$ cat src/rtl/uart_cmd_decoder.sv
// Single-byte command decoder between uart_rx and the memory-access engine.
// Define UART_CMD_TIMEOUT_EN to abandon WAIT_ARG after TIMEOUT_CYCLES idle cycles.
module uart_cmd_decoder #(
    parameter int unsigned TIMEOUT_CYCLES = 32'd1000000
) (
    input  logic        clk,
    input  logic        resetn,
    input  logic        rx_valid,
    input  logic [7:0]  rx_data,
    output logic        tx_valid,
    output logic [7:0]  tx_data,
    input  logic        tx_ready,
    output logic        mem_req,
    output logic        mem_we,
    output logic [31:0] mem_addr,
    output logic [7:0]  mem_count,
    input  logic        mem_done,
    input  logic [7:0]  mem_rdata,
    output logic        busy,
    output logic        cmd_err,
    output logic        cmd_drop
);

    typedef enum logic [1:0] {
        ST_IDLE     = 2'd0,
        ST_WAIT_ARG = 2'd1,
        ST_SEND_RSP = 2'd2,
        ST_MEM_BUSY = 2'd3
    } state_t;

    // Target index 0..3 selects an address byte, 4 selects the count register.
    localparam logic [2:0] TGT_COUNT = 3'd4;

    state_t      state_r;
    logic [2:0]  target_r;
    logic [7:0]  count_r;
    logic [31:0] addr_r;
    logic        tx_valid_r;
    logic [7:0]  tx_data_r;
    logic        mem_req_r;
    logic        mem_we_r;
    logic        busy_r;
    logic        cmd_err_r;
    logic        cmd_drop_r;
    logic        tmo_hit_s;

`ifdef UART_CMD_TIMEOUT_EN
    logic [31:0] tmo_cnt_r;

    // Idle-cycle counter for WAIT_ARG; parked at zero in every other state.
    always_ff @(posedge clk or negedge resetn) begin
        if (!resetn) begin
            tmo_cnt_r <= 32'd0;
        end else if (state_r != ST_WAIT_ARG || rx_valid) begin
            tmo_cnt_r <= 32'd0;
        end else begin
            tmo_cnt_r <= tmo_cnt_r + 32'd1;
        end
    end

    assign tmo_hit_s = (state_r == ST_WAIT_ARG) && !rx_valid &&
                       (tmo_cnt_r == 32'(TIMEOUT_CYCLES - 32'd1));
`else
    assign tmo_hit_s = 1'b0;
`endif

    // Command FSM with all outputs registered alongside the state.
    always_ff @(posedge clk or negedge resetn) begin
        if (!resetn) begin
            state_r    <= ST_IDLE;
            target_r   <= 3'd0;
            count_r    <= 8'd0;
            addr_r     <= 32'd0;
            tx_valid_r <= 1'b0;
            tx_data_r  <= 8'd0;
            mem_req_r  <= 1'b0;
            mem_we_r   <= 1'b0;
            busy_r     <= 1'b0;
            cmd_err_r  <= 1'b0;
            cmd_drop_r <= 1'b0;
        end else begin
            cmd_err_r  <= 1'b0;
            cmd_drop_r <= 1'b0;
            case (state_r)
                ST_IDLE: begin
                    if (rx_valid) begin
                        case (rx_data)
                            8'hA0: begin
                                target_r <= TGT_COUNT;
                                state_r  <= ST_WAIT_ARG;
                                busy_r   <= 1'b1;
                            end
                            8'hB0, 8'hB1, 8'hB2, 8'hB3: begin
                                target_r <= {1'b0, rx_data[1:0]};
                                state_r  <= ST_WAIT_ARG;
                                busy_r   <= 1'b1;
                            end
                            8'hA1: begin
                                tx_data_r  <= count_r;
                                tx_valid_r <= 1'b1;
                                state_r    <= ST_SEND_RSP;
                                busy_r     <= 1'b1;
                            end
                            8'hC0, 8'hC1, 8'hC2, 8'hC3: begin
                                tx_data_r  <= addr_r[{rx_data[1:0], 3'b000} +: 8];
                                tx_valid_r <= 1'b1;
                                state_r    <= ST_SEND_RSP;
                                busy_r     <= 1'b1;
                            end
                            8'hD0, 8'hD1: begin
                                mem_req_r <= 1'b1;
                                mem_we_r  <= ~rx_data[0];
                                state_r   <= ST_MEM_BUSY;
                                busy_r    <= 1'b1;
                            end
                            default: begin
                                cmd_err_r <= 1'b1;
                            end
                        endcase
                    end else begin
                        state_r <= ST_IDLE;
                    end
                end
                ST_WAIT_ARG: begin
                    // Any byte here is data, including values that look like opcodes.
                    if (rx_valid) begin
                        case (target_r)
                            3'd0:    addr_r[7:0]   <= rx_data;
                            3'd1:    addr_r[15:8]  <= rx_data;
                            3'd2:    addr_r[23:16] <= rx_data;
                            3'd3:    addr_r[31:24] <= rx_data;
                            default: count_r       <= rx_data;
                        endcase
                        state_r <= ST_IDLE;
                        busy_r  <= 1'b0;
                    end else if (tmo_hit_s) begin
                        cmd_err_r <= 1'b1;
                        state_r   <= ST_IDLE;
                        busy_r    <= 1'b0;
                    end else begin
                        state_r <= ST_WAIT_ARG;
                    end
                end
                ST_SEND_RSP: begin
                    cmd_drop_r <= rx_valid;
                    if (tx_ready) begin
                        tx_valid_r <= 1'b0;
                        state_r    <= ST_IDLE;
                        busy_r     <= 1'b0;
                    end else begin
                        state_r <= ST_SEND_RSP;
                    end
                end
                ST_MEM_BUSY: begin
                    cmd_drop_r <= rx_valid;
                    if (mem_done) begin
                        mem_req_r  <= 1'b0;
                        tx_valid_r <= 1'b1;
                        tx_data_r  <= mem_we_r ? 8'h00 : mem_rdata;
                        state_r    <= ST_SEND_RSP;
                    end else begin
                        state_r <= ST_MEM_BUSY;
                    end
                end
                default: begin
                    state_r    <= ST_IDLE;
                    tx_valid_r <= 1'b0;
                    mem_req_r  <= 1'b0;
                    busy_r     <= 1'b0;
                end
            endcase
        end
    end

    assign tx_valid  = tx_valid_r;
    assign tx_data   = tx_data_r;
    assign mem_req   = mem_req_r;
    assign mem_we    = mem_we_r;
    assign mem_addr  = addr_r;
    assign mem_count = count_r;
    assign busy      = busy_r;
    assign cmd_err   = cmd_err_r;
    assign cmd_drop  = cmd_drop_r;

endmodule

$ cat config.mk
export PLATFORM = sky130hd
export DESIGN_NAME = uart_cmd_decoder
export DESIGN_NICKNAME = d
export VERILOG_FILES = /design/src/rtl/uart_cmd_decoder.sv
export SDC_FILE = /design/constraint.sdc
export NUM_CORES = 1
export LEC_CHECK = 0
export ABC_AREA = 0
export CORE_MARGIN = 2
export CORE_UTILIZATION = 44
export DETAILED_ROUTE_END_ITERATION = 10
export GPL_TIMING_DRIVEN = 1
export PLACE_DENSITY = 0.86
export SYNTH_ARGS = -nofsm -noshare
export SYNTH_HDL_FRONTEND = slang
export SYNTH_SLANG_ARGS = --single-unit
$ cat constraint.sdc
create_clock -name clk -period 1.95 [get_ports clk]
set_input_delay 0.39 -clock clk [delete_from_list [all_inputs] [get_ports clk]]
set_output_delay 0.39 -clock clk [all_outputs]
set_load 0.02 [all_outputs]
==> summary.md <==
| Metric | Value |
|---|---|
| Status | `finished, final reports clean` |
| Clock Skew | `6.93 ps` |
| Min-delay worst type | `in2async` |
| Clock-pin transition on the worst setup and hold timing paths | `60 ps` |
| Ports | `75` |
| Core area | `6390 µm²` |
| Via-to-Cell Ratio | `5.45` |
| DRC | `0` |
| Worst Path Max Fanout | `7` |
| Slew Limit Headroom | `68.3%` |
| Die W | `85.6 µm` |
| Final Cycle Share | `95.1%` |
| Final Power | `4340 µW` |
| Setup-failing EPs final | `0` |
| Syn Nets | `276` |
| Inserted Diodes | `0` |
| Std-Cell Rows | `29` |
| Critical Path RT | `2170 ps` |
| Crit-path cells | `inv_1, ha_2, nand2_1, or2_4, nor3_4, buf_12, mux2_2` |
| Worst setup EP type | `flip-flop` |
| Register area share after synthesis | `50.4%` |
| Final Util | `66.1%` |
| Vias in the first global route | `2517` |
| Synth warn | `0` |
| Max Root-Sink Buffers | `2` |
| DIE AREA | `7320 µm²` |
| Average wire per standard cell | `17.2 µm` |
| Commonest non-fill, non-tap cell in the layout | `clkdlybuf4s50_1` |
| Synth Instances | `250` |
| CP startpoint kind | `flip-flop` |
| DIE HEIGHT | `85.6 µm` |
| Reg2reg end | `mem_addr[4]` |
| Layout area overhead | `44.1%` |
| Power per Cell Area | `1030 nW/µm²` |
| Xor and xnor area share after synthesis | `0%` |
| Setup WS pre-CTS | `-249 ps` |
| Reg-to-reg slack, setup | `100 ps` |
| Total Wirelength | `7570 µm` |
| Adder-Cell Fraction of Synth Area | `2.14%` |
| Post-layout min period | `1850 ps` |
| Critical path type | `reg2reg` |
| Port Buffer Count | `74` |
| CP max-delay cell | `dfrtp_1` |
| Synth Area in Simple Gates | `9.32%` |
| Final Hold Fails | `0` |
| Hpwl dp | `5530 µm` |
| H-tree lvl count | `3` |
| DRT iter0 DRCs | `217` |
| Total CTS buffers | `9` |
| Initial Utilization | `45.8%` |
| Lkg Pwr | `0.00189 µW` |
| Main combinational cell family by area after synthesis | `multiplexers` |
| Largest net degree at the start of global routing | `60` |
| Post-route ant nets | `0` |
| R2R Path Start | `state_r[1]` |
| Share of cells above drive strength 1 | `29.0%` |
| DP Area | `3960 µm²` |
| Cell Area, Synth | `2930 µm²` |
| Post-route cell area | `4220 µm²` |
| Max Clock Freq | `539 MHz` |
| Clk root buf | `clkbuf_8` |
| Clock sink total | `59` |
| Synth cell types | `33` |
| Compound-Gate Fraction of Synth Area | `12.4%` |
| Max-cap violations | `0` |
| Worst-Margin Slew | `475 ps` |
| Hold WS | `43.8 ps` |
| Slew Limit Fails | `0` |
| Global-route wire length before repair | `12500 µm` |
| CP max stage delay | `390 ps` |
| Yosys reg bits | `59` |
| Worst skew pair latency | `340 ps` |
| Remaining Overflow, GRT | `0` |
| Worst R2R Path Depth | `7` |
| Commonest cells after routing, fill and taps aside | `clkdlybuf4s50_1 (72), dfrtp_1 (59), mux2_2 (36)` |
| Layout Nets | `383` |
| Drt pass-1 iters | `4` |
| Gr usage total | `22.2%` |
| Avg Cell Area, Syn | `11.7 µm²` |
| CTS tree | `built` |
| Critical Path AT | `2080 ps` |
| Peak supply drop | `0.609 mV` |
| Routability cong. | `0.846` |
| Initial antenna violation count | `0` |
| Via count | `2393` |
| Final worst slack | `95.2 ps` |
| Multiplexer area fraction after synthesis | `20.7%` |
## Yosys cell counts
cell type | n | area share [%]
o211ai_1 | 1 | 0.26
nor2b_1 | 3 | 0.64
buf_4 | 3 | 0.77
buf_6 | 3 | 1.2
or2_2 | 1 | 0.21
a21oi_4 | 1 | 0.56
o21ai_0 | 19 | 3.2
nor2_1 | 10 | 1.3
clkbuf_1 | 2 | 0.26
a21oi_1 | 19 | 3.2
nand2_1 | 29 | 3.7
a32o_1 | 8 | 2.7
o22ai_1 | 2 | 0.43
mux2_2 | 36 | 14
nor3b_4 | 1 | 0.64
and2b_1 | 1 | 0.26
a31oi_1 | 1 | 0.21
dfrtp_1 | 59 | 50
o41ai_1 | 2 | 0.60
buf_2 | 4 | 0.68
mux2i_1 | 2 | 0.68
and2_1 | 1 | 0.21
mux4_2 | 8 | 6.2
o2bb2ai_1 | 1 | 0.30
o221ai_1 | 1 | 0.30
and4bb_1 | 1 | 0.43
ha_1 | 5 | 2.1
nor2_2 | 1 | 0.21
nor3_4 | 1 | 0.56
inv_1 | 17 | 2.2
nand3_1 | 5 | 0.85
o2111ai_2 | 1 | 0.51
nand2b_2 | 1 | 0.30
## through the flow
step | setup TNS, ps | cells
2_1_floorplan | 0 | 250
5_1_grt | -6.48 | 439
6_report | 0 | 439
4_1_cts | 0 | 438
3_3_place_gp | -3430 | 422
3_5_place_dp | -4290 | 422
## what timing repair did
action / in CTS / in global routing
hold buffers: 0 / 0
resized for setup: 0 / 5
endpoints found under the setup margin: 0 / 20
setup buffers: 0 / 1
## flip-flops by register name, summed over array words and instances, names as in the netlist
register / flops
mem_addr: 32
mem_count: 8
tx_data: 8
target_r: 3
state_r: 2
busy: 1
cmd_drop: 1
cmd_err: 1
mem_req: 1
mem_we: 1
tx_valid: 1
## logic make-up (layout without fill, tap and decap cells)
| group | Yosys count | in the layout |
|---|---|---|
| simple gates | 55 | 55 |
| flops | 59 | 59 |
| compound gates | 56 | 56 |
| mux | 46 | 46 |
| fa+ha+maj | 5 | 5 |
| buf+inv | 29 | 141 |
## layer usage
metal	up-vias	GRT usage, %	share of wire, %
li1	1115	-	-
met1	1179	29.5	42
met2	89	35.2	50
met3	10	4.91	6.0
met4	0	9.96	1.8
met5	-	0	0
## power by group
part	switching (µW)	internal, µW
Clock	499	846
Sequential	179	1440
Combinational	670	705
Total	1350	2990
## worst max-delay path by stage
| stage | startpoint | endpoint | cells after the start |
|---|---|---|---|
| finish | state_r[1] | mem_addr[4] | 7 |
| global placement | rx_data[0] | tx_data[3] | 6 |
| floorplan | state_r[1] | mem_addr[2] | 6 |
| detailed placement | rx_data[0] | tx_data[3] | 6 |
| CTS | state_r[1] | mem_addr[4] | 7 |
| global route | state_r[1] | mem_addr[4] | 7 |
## cell type report
| type | count | area (µm²) |
|---|---|---|
| flip-flops and latches | 59 | 1480 |
| fillers | 500 | 2170 |
| multi-input cells | 162 | 1310 |
| clock inverters | 7 | 116 |
| inverters | 17 | 63.8 |
| well taps | 77 | 96.3 |
| repair buffers | 108 | 1030 |
| clock buffers | 9 | 124 |
## critical path: cells and delay by family, from the launching register on
| family | cells | cell delay [ps] |
|---|---|---|
| muxes | 1 | 320 |
| buffers and inverters | 2 | 260 |
| adders and majority gates | 1 | 190 |
| and+or+nand+nor | 3 | 580 |
| DFF | 1 | 390 |
Power figures use the tool's default switching activity.
